===== src/rtl/expr_stack_unit.sv =====
// Expression stack with PUSH/POP/REPLACE/DUP/SWAP/CLEAR and registered tos/nos/count.
// Define ESU_STICKY_FAULT_EN for a FAULT state that holds the flags until err_clr.
module expr_stack_unit #(
    parameter int WIDTH = 16,
    parameter int DEPTH = 16,
    localparam int CW = $clog2(DEPTH + 1)
) (
    input  logic             clk,
    input  logic             reset,
    input  logic             op_valid,
    output logic             op_ready,
    input  logic [2:0]       op,
    input  logic             pop_amt,
    input  logic [WIDTH-1:0] din,
    output logic [WIDTH-1:0] tos,
    output logic [WIDTH-1:0] nos,
    output logic [CW-1:0]    count,
    output logic             overflow,
    output logic             underflow,
    input  logic             err_clr
);

    localparam int IW = (DEPTH > 1) ? $clog2(DEPTH) : 1;
    localparam logic [CW-1:0] DEPTH_C = CW'(DEPTH);

    localparam logic [2:0] OP_PUSH    = 3'b001;
    localparam logic [2:0] OP_POP     = 3'b010;
    localparam logic [2:0] OP_REPLACE = 3'b011;
    localparam logic [2:0] OP_DUP     = 3'b100;
    localparam logic [2:0] OP_SWAP    = 3'b101;
    localparam logic [2:0] OP_CLEAR   = 3'b110;

    logic [WIDTH-1:0] mem [DEPTH];

    logic             accept;
    logic [CW-1:0]    n_cw;
    logic [WIDTH-1:0] m2, m3, m4;
    logic [CW-1:0]    count_n;
    logic [WIDTH-1:0] tos_n, nos_n;
    logic             ovf_n, unf_n;
    logic             wr0_en, wr1_en;
    logic [IW-1:0]    wr0_idx, wr1_idx;
    logic [WIDTH-1:0] wr0_data, wr1_data;

    assign accept = op_valid && op_ready;
    assign n_cw   = pop_amt ? CW'(2) : CW'(1);

    // Entries 2..4 below the current top; these become tos/nos after a POP or REPLACE.
    always_comb begin
        m2 = (count >= CW'(2)) ? mem[IW'(count - CW'(2))] : '0;
        m3 = (count >= CW'(3)) ? mem[IW'(count - CW'(3))] : '0;
        m4 = (count >= CW'(4)) ? mem[IW'(count - CW'(4))] : '0;
    end

    // mem[count-1] always mirrors tos and mem[count-2] mirrors nos.
    always_comb begin
        count_n  = count;
        tos_n    = tos;
        nos_n    = nos;
        ovf_n    = 1'b0;
        unf_n    = 1'b0;
        wr0_en   = 1'b0;
        wr1_en   = 1'b0;
        wr0_idx  = '0;
        wr1_idx  = '0;
        wr0_data = '0;
        wr1_data = '0;
        if (accept) begin
            case (op)
                OP_PUSH: begin
                    if (count < DEPTH_C) begin
                        wr0_en   = 1'b1;
                        wr0_idx  = IW'(count);
                        wr0_data = din;
                        count_n  = count + CW'(1);
                        tos_n    = din;
                        nos_n    = tos;
                    end else begin
                        ovf_n = 1'b1;
                    end
                end
                OP_POP: begin
                    if (count >= n_cw) begin
                        count_n = count - n_cw;
                        tos_n   = pop_amt ? m3 : m2;
                        nos_n   = pop_amt ? m4 : m3;
                    end else begin
                        unf_n = 1'b1;
                    end
                end
                OP_REPLACE: begin
                    if (count >= n_cw) begin
                        wr0_en   = 1'b1;
                        wr0_idx  = IW'(count - n_cw);
                        wr0_data = din;
                        count_n  = count - n_cw + CW'(1);
                        tos_n    = din;
                        nos_n    = pop_amt ? m3 : m2;
                    end else begin
                        unf_n = 1'b1;
                    end
                end
                OP_DUP: begin
                    if (count == '0) begin
                        unf_n = 1'b1;
                    end else if (count >= DEPTH_C) begin
                        ovf_n = 1'b1;
                    end else begin
                        wr0_en   = 1'b1;
                        wr0_idx  = IW'(count);
                        wr0_data = tos;
                        count_n  = count + CW'(1);
                        nos_n    = tos;
                    end
                end
                OP_SWAP: begin
                    if (count >= CW'(2)) begin
                        wr0_en   = 1'b1;
                        wr0_idx  = IW'(count - CW'(1));
                        wr0_data = nos;
                        wr1_en   = 1'b1;
                        wr1_idx  = IW'(count - CW'(2));
                        wr1_data = tos;
                        tos_n    = nos;
                        nos_n    = tos;
                    end else begin
                        unf_n = 1'b1;
                    end
                end
                OP_CLEAR: begin
                    count_n = '0;
                    tos_n   = '0;
                    nos_n   = '0;
                end
                default: ;
            endcase
        end
    end

    always_ff @(posedge clk) begin
        if (reset) begin
            if (wr0_en) mem[wr0_idx] <= wr0_data;
            if (wr1_en) mem[wr1_idx] <= wr1_data;
        end
    end

`ifdef ESU_STICKY_FAULT_EN
    typedef enum logic {RUN, FAULT} state_t;
    state_t state;

    // A failed op parks the block in FAULT with its flag held until err_clr.
    always_ff @(posedge clk) begin
        if (!reset) begin
            state     <= RUN;
            op_ready  <= 1'b1;
            count     <= '0;
            tos       <= '0;
            nos       <= '0;
            overflow  <= 1'b0;
            underflow <= 1'b0;
        end else begin
            count <= count_n;
            tos   <= tos_n;
            nos   <= nos_n;
            case (state)
                RUN: begin
                    if (ovf_n || unf_n) begin
                        state     <= FAULT;
                        op_ready  <= 1'b0;
                        overflow  <= ovf_n;
                        underflow <= unf_n;
                    end
                end
                FAULT: begin
                    if (err_clr) begin
                        state     <= RUN;
                        op_ready  <= 1'b1;
                        overflow  <= 1'b0;
                        underflow <= 1'b0;
                    end
                end
                default: begin
                    state    <= RUN;
                    op_ready <= 1'b1;
                end
            endcase
        end
    end
`else
    logic unused_err_clr;
    assign unused_err_clr = err_clr;
    assign op_ready       = 1'b1;

    // Without a fault state the flags are single-cycle pulses.
    always_ff @(posedge clk) begin
        if (!reset) begin
            count     <= '0;
            tos       <= '0;
            nos       <= '0;
            overflow  <= 1'b0;
            underflow <= 1'b0;
        end else begin
            count     <= count_n;
            tos       <= tos_n;
            nos       <= nos_n;
            overflow  <= ovf_n;
            underflow <= unf_n;
        end
    end
`endif

endmodule


===== config.mk =====
export PLATFORM = sky130hd
export DESIGN_NAME = expr_stack_unit
export DESIGN_NICKNAME = d
export VERILOG_FILES = /design/src/rtl/expr_stack_unit.sv
export SDC_FILE = /design/constraint.sdc
export NUM_CORES = 1
export LEC_CHECK = 0
export CORE_UTILIZATION = 53
export CTS_CLUSTER_SIZE = 40
export DETAILED_ROUTE_END_ITERATION = 12
export DONT_BUFFER_PORTS = 1
export PLACE_DENSITY = 0.71
export SETUP_SLACK_MARGIN = 0.3
export SYNTH_ARGS = -nofsm -noshare
export SYNTH_HDL_FRONTEND = slang
export SYNTH_SLANG_ARGS = --single-unit

===== constraint.sdc =====
create_clock -name clk -period 4.7 [get_ports clk]
set_input_delay 1.175 -clock clk [delete_from_list [all_inputs] [get_ports clk]]
set_output_delay 1.175 -clock clk [all_outputs]
set_load 0.02 [all_outputs]

==> results.json, run 1 <==
{
  "criticalPathCategory": "reg2reg",
  "drt_iter0_markers": 3080,
  "wire_per_inst_um": 35.6,
  "tightest_slew_ns": 1.36,
  "diodes": 0,
  "setup-tns-final_ns": 0,
  "postCtsResizedCells": 0,
  "yosysSeqAreaShare_pct": 40.7,
  "yosysWarnings": 0,
  "wl_met3_um": 12400,
  "final_nets": 1744,
  "setup_viol": 0,
  "drv_slew": 0,
  "synth_top_family_by_area": "multiplexers",
  "postLayoutCellArea_mm2": 0.0229,
  "status": "finished, final reports clean",
  "ant_nets": 0,
  "min_period_ns": 4.03,
  "finalCritPeriodShare_pct": 85.8,
  "worstSetupEndpointType": "flop",
  "drt-total-wl_um": 80100,
  "syn-num-nets": 1784,
  "clock_latency_ns": 0.56,
  "cts_setup_buffers": 0,
  "grt_first_pass_wirelength_um": 116000,
  "required_ns": 4.95,
  "ys_ff_latch": 295,
  "critPathSlowestCell": "or3_1",
  "die-area_mm2": 0.0401,
  "clock_skew_ns": 0.0114,
  "routed-via-count": 17400,
  "syn_area_mm2": 0.0208,
  "area_delta_synth_final_pct": 9.90,
  "arrival_ns": 4.28,
  "yosys.area_share.simple_pct": 8.33,
  "htree_num_levels": 2,
  "hpwl_um": 52500,
  "grt_pass1_vias": 17000,
  "synth_xor_area_share_pct": 0.505,
  "async_reset_ff_share_pct": 0,
  "path_cells": "inv_1 > ha_1 > or3b_1 > o21ai_2 > nor2_1 > a211o_1 > or3_1 > o21ai_4 > buf_12",
  "place_inst": 2188,
  "synth_top_flop_cell": "edfxtp_1",
  "syn_avg_cell_area_um2": 11.9,
  "internal_power_uw": 5110,
  "synth_compound_area_share_pct": 12.2,
  "power_frac_seq_pct": 41.0,
  "slowest_delay_ns": 0.54,
  "switching_power_uw": 2170,
  "finalNonFillerCells": 2250,
  "drive_above_1_share_pct": 25.0,
  "clock-sinks": 295,
  "hold_path_depth": 2,
  "vdd_drop_max_mv": 0.271,
  "cts.path.max_buffers": 3,
  "dieWidth_um": 200,
  "path_buf_inv": 2,
  "grt_overflow": 0,
  "gp_congestion": 1.02,
  "cts_made_buffers": 34,
  "final_util_pct": 59.1,
  "die_h_um": 200,
  "slew_headroom_pct": 7.12,
  "yosysUniqueCellTypes": 80,
  "numPortBuffers": 0,
  "leakagePower_uw": 0.00845,
  "start_util_pct": 53.7,
  "fmax_ghz": 0.248,
  "path_clk_slew_ns": 0.06,
  "firstDrtPassIters": 9,
  "rsz0062_at_grt": "false",
  "highest_layer": "met5",
  "path_max_fanout": 11,
  "via_per_inst": 7.74,
  "tritoncts": "done",
  "critPathTopFamily": "compound AO/OA/AOI/OAI gates",
  "synth-edff-count": 256,
  "grt_use_total_pct": 39.9,
  "synth_adder_area_share_pct": 0.877,
  "fp-row-count": 72,
  "antenna_found_initial": 2,
  "synth_mux_area_share_pct": 32.9,
  "wl_met2_um": 34200,
  "grt_max_degree": 61,
  "hold_buffers": 0,
  "clockRootBuffer": "clkbuf_16",
  "comb_power_share_pct": 21.3,
  "drc_errors": 0,
  "cap_violations": 0,
  "core-area_mm2": 0.0387,
  "ioPinCount": 64,
  "switching_share_pct": 29.8,
  "place_area_mm2": 0.0217,
  "path_depth": 9,
  "hold_path.class": "reg2reg",
  "rr_worst_depth": 9,
  "worstSetupStartpointType": "flop",
  "synthCells": 1746,
  "p_clk_share_pct": 37.6,
  "drt-met1-wl_um": 27000,
  "cellPowerDensity_mw_per_mm2": 318,
  "hold_viol": 0
}
==> registers in the layout (all words and copies together) (netlist names) <==
| signal | flops |
|---|---|
| mem | 256 |
| nos | 16 |
| underflow | 1 |
| tos | 16 |
| count | 5 |
| overflow | 1 |
==> cell families after synthesis <==
family                     Yosys count
buffers and inverters              209
and+or+nand+nor                    341
AOI/OAI and AO/OA                  386
xor gates and xnor gates            12
DFF                                295
other                                1
muxes                              488
adders and majority gates           14
==> worst register-to-register path, stage by stage (launching register included) <==
cell and delay (ns):
dfxtp_4 0.33, inv_1 0.34, ha_1 0.43, or3b_1 0.46
o21ai_2 0.52, nor2_1 0.12, a211o_1 0.31, or3_1 0.54
o21ai_4 0.42, buf_12 0.25
==> synth_stat cells, drive strengths merged (6+ instances only) <==
master   count  share of area, %
mux2        32               1.7
a211oi      33               1.2
ha          13              0.78
xnor2        9              0.38
o21ai      131               3.2
nor2        45              0.84
inv         12              0.22
nor2b       20              0.61
nand2       91               1.8
dfxtp       39               3.8
edfxtp     256                37
buf         94               2.4
nor4         7              0.34
a222oi      16              0.77
nand4        6              0.18
mux4       153                17
and3        16              0.48
clkbuf     103               1.9
a31oi       26              0.78
nand2b      10              0.30
o22ai       39               1.2
or2         19              0.57
a221o        8              0.38
mux2i      303                15
a21oi       43               1.1
a22oi       15              0.54
a2111oi      9              0.38
nor3        25              0.60
o21a         6              0.22
or3          6              0.18
nand3       87               2.1
==> cell usage in the layout (no fill, tap or decap), types with 32 or more instances in the layout <==
cell type,n
nand2_1,87
nand3_1,87
mux4_2,153
buf_4,115
a211oi_1,33
o21ai_0,110
mux2_2,32
mux2i_1,303
clkbuf_16,37
nor2_1,38
dfxtp_1,36
edfxtp_1,256
a21oi_1,42
o22ai_1,33
==> power by group through the flow <==
stage | clock network [uW] | logic (uW) | registers (uW)
2_1_floorplan | 0 | 1130 | 2980
3_3_place_gp | 0 | 1470 | 3040
3_5_place_dp | 0 | 1500 | 3040
4_1_cts | 2740 | 1510 | 2980
5_1_grt | 2820 | 1620 | 2990
6_report | 2740 | 1550 | 2990
==> area by class of cell <==
type | count | area, um2
clock buffer | 44 | 952
tap | 518 | 648
sequential | 295 | 8480
timing repair buffer | 121 | 983
fill | 3111 | 15900
multi-input combinational | 1242 | 11600
inverter | 12 | 45.0
clock inverter | 18 | 179
==> metrics by stage <==
step | power, uW | hold slack [ns] | setup slack (ns)
global placement | 4510 | 0.647 | 0.465
CTS | 7230 | 0.659 | 0.730
detailed placement | 4540 | 0.647 | 0.454
global route | 7430 | 0.698 | 0.542
floorplan | 4110 | 0.629 | -0.120
finish | 7280 | 0.655 | 0.667
==> path summary, 6_finish.rpt <==
| kind | from | to | slack, ns |
|---|---|---|---|
| hold reg to reg | count[1] | count[1] | 0.66 |
| hold / removal | count[1] | count[1] | 0.66 |
| setup / recovery | count[2] | mem[9][7] | 0.67 |
| setup reg to reg | count[2] | mem[9][7] | 0.67 |
==> layer usage <==
metal,vias up,track usage (%)
met2,1560,58.3
met5,-,0.357
li1,6923,-
met4,2,26.9
met1,8516,49.8
met3,422,14.1
No activity file was read; power rests on OpenSTA's default activity.
==> run 2: changes to the inputs <==
--- a/config.mk
+++ b/config.mk
@@ -5,6 +5,7 @@
 export SDC_FILE = /design/constraint.sdc
 export NUM_CORES = 1
 export LEC_CHECK = 0
+export ABC_AREA = 1
 export CORE_UTILIZATION = 53
 export CTS_CLUSTER_SIZE = 40
 export DETAILED_ROUTE_END_ITERATION = 12
==> constraint.sdc (replaced) <==
create_clock -name clk -period 4.7 [get_ports clk]
set_input_delay 1.175 -clock clk [delete_from_list [all_inputs] [get_ports clk]]
set_output_delay 1.175 -clock clk [all_outputs]
set_load 0.005 [all_outputs]
==> run 2 against run 1 <==
  * First-iteration DRC count is 17% higher
  * Combinational power is 43% higher
  * Die area is 0.70% lower
  * Sequential share of layout area is 1.1 points higher
  * Count of clock-buffer cells in the layout is 3 higher
  * Non-clock buffer count is 30 lower
  * Cell area is 3.0% lower
  * Worst setup slack worse by 0.019 ns
  * Sequential power is 1% lower
  * Critical path type unchanged
  * Critical endpoint is now nos[8]
  * Largest power group is now the clock network
==> results.json, run 2 <==
{
  "async_reset_ff_share_pct": 0,
  "syn-num-nets": 2989,
  "grt.busiest_layer": "met2",
  "cts.path.max_buffers": 3,
  "drt_iter0_markers": 3605,
  "critPathSlowestCell": "buf_4",
  "yosysSeqAreaShare_pct": 41.0,
  "required_ns": 5.16,
  "largest_reg_flops": 256,
  "path_cells": "buf_4 > nand2_1 > nand2_4 > xor2_4 > nand3_1 > nand3_1 > nand2_1 > nand3_1 > nand3_1 > nand2_1 > inv_1",
  "fmax_ghz": 0.247,
  "routed-via-count": 22100,
  "worstSetupEndpointType": "flop",
  "clockRootBuffer": "clkbuf_16",
  "crit_top_cell": "nand3_1",
  "core-area_mm2": 0.0380,
  "setup-tns-final_ns": 0,
  "gp_congestion": 0.992,
  "ant_nets": 0,
  "min_period_ns": 4.05,
  "final_util_pct": 58.4,
  "syn_area_mm2": 0.0207,
  "synth_top_flop_cell": "edfxtp_1",
  "setup_viol": 0,
  "tritoncts": "done",
  "grt_first_pass_wirelength_um": 121000,
  "die_h_um": 199,
  "top_regs": "mem x256, nos x16, tos x16",
  "final_nets": 2874,
  "hold_buffers": 0,
  "layout.cells.most_common": "nand2_1",
  "die-area_mm2": 0.0398,
  "grt_overflow": 0,
  "slew_headroom_pct": 17.6,
  "critPathTopFamily": "simple AND/OR/NAND/NOR gates",
  "cts_setup_buffers": 0,
  "diodes": 0,
  "numPortBuffers": 0,
  "use_met3_pct": 11.3,
  "drv_slew": 0,
  "path_clk_slew_ns": 0.06,
  "synth-edff-count": 256,
  "tightest_slew_ns": 1.23,
  "yosysWarnings": 0,
  "grt_use_total_pct": 41.5,
  "finalCritPeriodShare_pct": 86.2,
  "syn_avg_cell_area_um2": 7.01,
  "hold_viol": 0,
  "htree_num_levels": 2,
  "hpwl_um": 52400,
  "wire_per_inst_um": 24.3,
  "path_buf_inv": 2,
  "area_delta_synth_final_pct": 7.35,
  "antenna_found_initial": 0,
  "fp-row-count": 71,
  "cts_made_buffers": 36,
  "clock_latency_ns": 0.56,
  "synth_top_cell_area_share_pct": 37.2,
  "fin_hold_ws_ns": 0.579,
  "cellPowerDensity_mw_per_mm2": 370,
  "rsz0062_at_grt": "false",
  "synth_largest_area_cell": "edfxtp_1",
  "criticalPathCategory": "reg2reg",
  "start_util_pct": 54.4,
  "clock-sinks": 295,
  "vdd_drop_max_mv": 0.257,
  "cap_violations": 0,
  "yosys-top-cells-count": "nand2_1 (945), nand3_1 (806), edfxtp_1 (256), o21ai_0 (177), buf_2 (129)",
  "synthCells": 2951,
  "grtUsageMet1_pct": 52.9,
  "drive_above_1_share_pct": 8.42,
  "synthMostInstantiatedCell": "nand2_1",
  "ys_ff_latch": 295,
  "dieWidth_um": 199,
  "final_cell_mix": "nand2_1 (945), nand3_1 (806), edfxtp_1 (256)",
  "path_max_fanout": 95,
  "postCtsResizedCells": 0,
  "slowest_delay_ns": 0.86,
  "grt_pass1_vias": 20200,
  "met2_usage_pct": 62.0,
  "worstSetupStartpointType": "flop",
  "grt_max_degree": 101,
  "clock_skew_ns": 0.0194,
  "firstDrtPassIters": 8,
  "via_per_inst": 6.55,
  "yosysUniqueCellTypes": 40,
  "status": "finished, final reports clean",
  "regMostFlops": "mem",
  "arrival_ns": 4.51,
  "leakagePower_uw": 0.00847,
  "drc_errors": 0,
  "ys_top_cells_by_area": "edfxtp_1 (37%), nand3_1 (20%), nand2_1 (17%)",
  "ioPinCount": 64,
  "drt-total-wl_um": 82000,
  "hold_path.class": "reg2reg"
}
## run 2: where the power goes
part | leakage, uW | switching [uW] | internal, uW
Sequential | 0.00271 | 70.5 | 2880
Clock | 0.000597 | 1180 | 1840
Combinational | 0.00516 | 1650 | 569
Total | 0.00847 | 2910 | 5290
## run 2: path summary, 6_finish.rpt
path / depth (start not counted) / startpoint / endpoint / slack [ns]
setup / recovery: 11 / count[0] / nos[8] / 0.65
hold / removal: 4 / nos[4] / nos[4] / 0.58
setup reg to reg: 11 / count[0] / nos[8] / 0.65
hold reg to reg: 4 / nos[4] / nos[4] / 0.58
## run 2: tightest hold or removal path, delay by kind of cell (launching register included)
family,cells,cell delay (ns)
buffers and inverters,2,0.10
and+or+nand+nor,1,0.06
AOI/OAI and AO/OA,1,0.06
DFF,1,0.32
## run 2: kinds of logic after synthesis
logic type | Yosys count | share of synthesized area (%)
AOI/OAI and AO/OA | 369 | 9.35
xor gates and xnor gates | 8 | 0.611
adders and majority gates | 14 | 0.884
buffers and inverters | 350 | 7.47
DFF | 295 | 41.0
other | 1 | 0.0181
and+or+nand+nor | 1914 | 40.7
## run 2: layout make-up
type	count	area, um2
fillers	3560	15800
multi-input cells	2306	10800
flip-flops and latches	295	8480
clock buffers	47	973
repair buffers	91	683
well taps	511	639
inverters	106	408
clock inverters	17	260
## run 2: per-layer routing
metal | wire length (um) | vias to the layer above
met3 | 12200 | 363
li1 | - | 9857
met4 | 5620 | 2
met5 | 27 | -
met1 | 29200 | 10100
met2 | 34900 | 1768
## run 2: through the flow
step | worst slack [ns] | total power (uW) | std cells | cell area (um2)
6_report | 0.648 | 8200 | 3373 | 22200
5_1_grt | 0.536 | 8410 | 3373 | 22200
4_1_cts | 0.931 | 8060 | 3373 | 22200
3_5_place_dp | 0.727 | 5090 | 3309 | 21000
3_3_place_gp | 0.780 | 5060 | 3309 | 21000
2_1_floorplan | 0.389 | 4410 | 2951 | 20700
